`config.mk`:
```
export PLATFORM = sky130hd
export DESIGN_NAME = fetch_queue_unit
export DESIGN_NICKNAME = d
export VERILOG_FILES = /design/src/rtl/fetch_queue_unit.sv
export SDC_FILE = /design/constraint.sdc
export NUM_CORES = 1
export LEC_CHECK = 0
export ABC_AREA = 1
export CELL_PAD_IN_SITES_DETAIL_PLACEMENT = 0
export CELL_PAD_IN_SITES_GLOBAL_PLACEMENT = 2
export CORE_MARGIN = 2
export CORE_UTILIZATION = 41
export CTS_BUF_LIST = sky130_fd_sc_hd__clkbuf_8
export DETAILED_ROUTE_END_ITERATION = 10
export PLACE_DENSITY = 0.95
export REMOVE_ABC_BUFFERS = 1
export SLEW_MARGIN = 25
export SYNTH_ARGS = -nofsm -noshare
export SYNTH_HDL_FRONTEND = slang
export SYNTH_SLANG_ARGS = --single-unit
```
`constraint.sdc`:
```
create_clock -name clock -period 5.85 [get_ports clock]
set_input_delay 1.17 -clock clock [delete_from_list [all_inputs] [get_ports clock]]
set_output_delay 1.17 -clock clock [all_outputs]
set_load 0.01 [all_outputs]
```
`src/rtl/fetch_queue_unit.sv`:
```
// fetch_queue_unit: PC generator and instruction FIFO feeding decode.
// Define FETCH_STALL_COUNT_EN to add the stall_count port and counter.
// ADDRESS_SIZE, INSTRUCTION_SIZE and NOP_INST fall back to local defaults if the codebase has not set them.
`ifndef ADDRESS_SIZE
`define ADDRESS_SIZE 16
`endif
`ifndef INSTRUCTION_SIZE
`define INSTRUCTION_SIZE 32
`endif
`ifndef NOP_INST
`define NOP_INST 32'h0000_0013
`endif

module fetch_queue_unit #(
    parameter int ADDRESS_SIZE = `ADDRESS_SIZE,
    parameter int INSTRUCTION_SIZE = `INSTRUCTION_SIZE,
    parameter int QUEUE_DEPTH = 4,
    parameter int PC_STEP = 1,
    parameter logic [ADDRESS_SIZE-1:0] RESET_PC = '0
) (
    input  logic                              clock,
    input  logic                              reset,
    input  logic                              halt,
    input  logic                              redirect_valid,
    input  logic [ADDRESS_SIZE-1:0]           redirect_pc,
    output logic [ADDRESS_SIZE-1:0]           imem_addr,
    input  logic [INSTRUCTION_SIZE-1:0]       imem_data,
    input  logic                              imem_ready,
    output logic [INSTRUCTION_SIZE-1:0]       inst_out,
    output logic [ADDRESS_SIZE-1:0]           inst_pc_out,
    output logic                              inst_valid,
    input  logic                              inst_ready,
`ifdef FETCH_STALL_COUNT_EN
    output logic [31:0]                       stall_count,
`endif
    output logic [$clog2(QUEUE_DEPTH):0]      queue_count
);
    localparam int PW = $clog2(QUEUE_DEPTH);
    localparam int CW = PW + 1;
    localparam logic [CW-1:0] FULL = CW'(QUEUE_DEPTH);
    localparam logic [INSTRUCTION_SIZE-1:0] NOP = INSTRUCTION_SIZE'(`NOP_INST);
    logic [ADDRESS_SIZE-1:0] pc;
    logic [PW-1:0] wr_ptr, rd_ptr;
    logic [CW-1:0] count;
    logic [ADDRESS_SIZE-1:0] pc_q [QUEUE_DEPTH];
    logic [INSTRUCTION_SIZE-1:0] inst_q [QUEUE_DEPTH];
    logic pop, fetch;
    // Handshake and fetch qualification; head is read straight from the registered queue.
    always_comb begin
        inst_valid = count != '0;
        pop = inst_valid & inst_ready;
        fetch = imem_ready & ~halt & ~redirect_valid & (count < FULL | pop);
        imem_addr = pc;
        queue_count = count;
        inst_out = inst_valid ? inst_q[rd_ptr] : NOP;
        inst_pc_out = inst_valid ? pc_q[rd_ptr] : '0;
    end
    // PC, pointers and occupancy; redirect flushes and discards same-cycle push/pop.
    always_ff @(posedge clock or negedge reset) begin
        if (!reset) begin
            pc <= RESET_PC;
            wr_ptr <= '0;
            rd_ptr <= '0;
            count <= '0;
        end else if (redirect_valid) begin
            pc <= redirect_pc;
            wr_ptr <= '0;
            rd_ptr <= '0;
            count <= '0;
        end else begin
            if (fetch) pc <= pc + ADDRESS_SIZE'(PC_STEP);
            if (fetch) wr_ptr <= wr_ptr + PW'(1);
            if (pop) rd_ptr <= rd_ptr + PW'(1);
            count <= count + CW'(fetch) - CW'(pop);
        end
    end
    // Queue storage needs no reset: entries are only visible while counted.
    always_ff @(posedge clock) begin
        if (reset && fetch) begin
            pc_q[wr_ptr] <= pc;
            inst_q[wr_ptr] <= imem_data;
        end
    end
`ifdef FETCH_STALL_COUNT_EN
    // Saturating count of cycles lost to memory wait or a full queue.
    always_ff @(posedge clock or negedge reset) begin
        if (!reset) stall_count <= '0;
        else if (~halt & ~redirect_valid & ~fetch & (stall_count != '1)) stall_count <= stall_count + 32'd1;
    end
`endif
endmodule

```
==> metrics.cfg <==
[status]
status=finished, final reports clean

[logic_synthesis]
synth_xor_area_share_pct=0.584
synthTopCellsByArea=edfxtp_1 64%, nor2_1 8.5%, dfrtp_1 6.4%, o21ai_0 3.2%, a21oi_1 3.0%
synth.avg_cell_area_sq_um=11.5
synthAdderAreaFrac_pct=1.20
syn_area_sq_um=9000
yosys.area_share.simple_pct=13.7
post_synth_inst_count=785
yosys.area.top_type_share_pct=64.1
synth_top_family_by_area=simple AND/OR/NAND/NOR gates
synth_area_leader_cell=edfxtp_1
seq_area_frac_synth_pct=70.5
synth_compound_area_share_pct=9.69
muxShareOfSynthArea_pct=0
ys_warn_count=0
ys_seq_elements=215
synth.distinct_cells=29

[timing]
rsz0062_at_grt=false
tightest_slew_ns=0.920
clock.fmax_mhz=235
finalCriticalPeriod_ns=4.25
drv_slew=0
slew_headroom_pct=38.5
setup_violations=0
hold_slack_ns=0.618
hold_viol=0
period_share_pct=72.6
finalClockSkew_ns=0.0111
tns_ns=0

[setup_path]
max_stage_delay_ns=0.60
cp_max_fo=50
crit_type=reg -> out
critPathBufInv=3
endpoint_kind=primary output
crit_start=rd_ptr[1]
path_delay_family=buffers and inverters
r2r_start=queue_count[2]
crit_chain=buf_4, inv_2, nor2_1, o21ai_0, a21oi_1, clkdlybuf4s50_1
ff2ff_setup_slack_ns=3.34
critPathLaunchType=register
crit_cells=6
crit_arrival_ns=3.08
crit_end=inst_pc_out[7]
cp_slowest_cell=clkdlybuf4s50_1
reg2reg_depth=6
r2r_end=inst_q[0][10]
cp.required_ns=4.68

[clock_tree]
post_cts_resized=0
cts_tree=yes
insertion_delay_ns=0.51
postCtsHoldBufs=0
path_clk_slew_ns=0.06
numCtsBuffers=34
clockBufferDepth=3
clockRootBuffer=clkbuf_8
postCtsSetupRepairBufs=0
clkSinkCount=215
htreeDepth=2

[cells_and_area]
final_nets=973
antennaDiodeCount=0
num-fill-cells=1880
final_cell_mix=199 x nor2_1, 192 x edfxtp_1, 121 x clkdlybuf4s50_1
syn_to_final_growth_pct=22.6
final_common_cell=nor2_1
drive_above_1_share_pct=7.38

[placed_design]
portBuffers=121
gp_congestion=0.782
place_hpwl_um=11900

[route]
drt_wl_total_um=19500
first_pass_iters=6
postRouteAntennaNets=0
wl_per_cell_um=16.0
drc=0
routed-via-count=5991
drtIter0Drc=382
via_per_inst=4.93

[power]
combPwrFrac_pct=29.6
clockPowerShare_pct=27.4
powerDensity_nw_per_um2=382
switching_share_pct=31.2
seq_power_share_pct=43.1
p_total_w=0.00421
intPower_w=0.00290
ir_drop_uv=218
p_switching_w=0.00131
p_leak_nw=3.92

[hold_path]
min_delay_path_depth=0
hold_class=reg -> reg

[die]
die_h_um=152
io_pins=122
core_sq_um=21700
dieArea_sq_um=23100
dieWidth_um=152
start_util_pct=41.5
num_rows=54

[global_routing]
grt_max_degree=98
grt_pass1_wl_um=31300
antenna_found_initial=0
grt_use_total_pct=16.9
first_global_vias=6050
grt-ovfl-total=0

[flow_run]
maxCapViolations=0

-- metal layers --
layer	GRT usage, %	vias to the layer above	share of wire (%)
met1	21.5	2837	44
met5	0	-	0
met3	3.22	28	5.0
met2	29.2	161	49
met4	5.38	0	1.9
li1	-	2965	-
-- layout make-up --
class / count / area (sq um) / share of cell area, %
sequential: 215 / 6350 / 57.6
multi-input combinational: 492 / 2290 / 20.8
timing repair buffer: 130 / 1280 / 11.6
clock buffer: 35 / 482 / 4.37
tap: 280 / 350 / 3.18
inverter: 38 / 145 / 1.32
clock inverter: 25 / 134 / 1.21
-- metrics by stage --
step	instance area, sq um	instances	setup WS, ns	utilization [%]
global placement	10400	1155	1.92	48.0
finish	11000	1215	1.60	50.8
CTS	11000	1215	1.50	50.8
floorplan	8750	745	1.65	-
global route	11000	1215	1.36	50.8
detailed placement	10400	1155	1.85	48.0
-- power groups by stage --
| stage | clock, W | sequential [W] | combinational (W) |
|---|---|---|---|
| final | 0.00115 | 0.00181 | 0.00124 |
| after global routing | 0.00125 | 0.00182 | 0.00138 |
| after CTS | 0.00118 | 0.00181 | 0.00127 |
| after detailed placement | 0 | 0.00184 | 0.00127 |
| after global placement | 0 | 0.00184 | 0.00126 |
| after floorplan | 0 | 0.00186 | 0.000551 |
-- state kept, by name (all words and copies together) (netlist names) --
signal and flops:
imem_addr 16, inst_q 128, pc_q 64, queue_count 3
rd_ptr 2, wr_ptr 2
-- cells in the mapped netlist --
cell      count
o21ai_1      50
nand4_1       2
ha_1          7
o21bai_1      5
nand3_4       1
buf_4         8
nand2_1      72
xor2_1        4
inv_2         4
or2_2         1
edfxtp_1    192
nand2_4       1
nand3_1      25
a31oi_1       1
nand2_2       2
clkbuf_2      2
a21oi_1      54
inv_1        33
o21ai_0      57
nor2_1      203
fa_1          1
clkbuf_1     12
inv_4         1
buf_2        11
dfrtp_1      23
xnor2_1       2
nor2_4        1
o211ai_1      3
buf_6         7
-- cells by family after synthesis --
group,count (synthesis)
AND/OR/NAND/NOR,308
flip-flops,215
adder cells (fa/ha/maj),8
AO/OA/AOI/OAI,170
XOR/XNOR,6
buffers and inverters,78
-- worst min-delay path by stage --
stage	from	end	slack (ns)
4_1_cts	imem_addr[12]	pc_q[3][12]	0.62
6_report	imem_addr[12]	pc_q[3][12]	0.62
3_3_place_gp	imem_addr[12]	pc_q[3][12]	0.61
3_5_place_dp	imem_addr[12]	pc_q[3][12]	0.61
2_1_floorplan	wr_ptr[1]	wr_ptr[1]	0.58
5_1_grt	imem_addr[12]	pc_q[1][12]	0.65
Power figures use the tool's default switching activity.
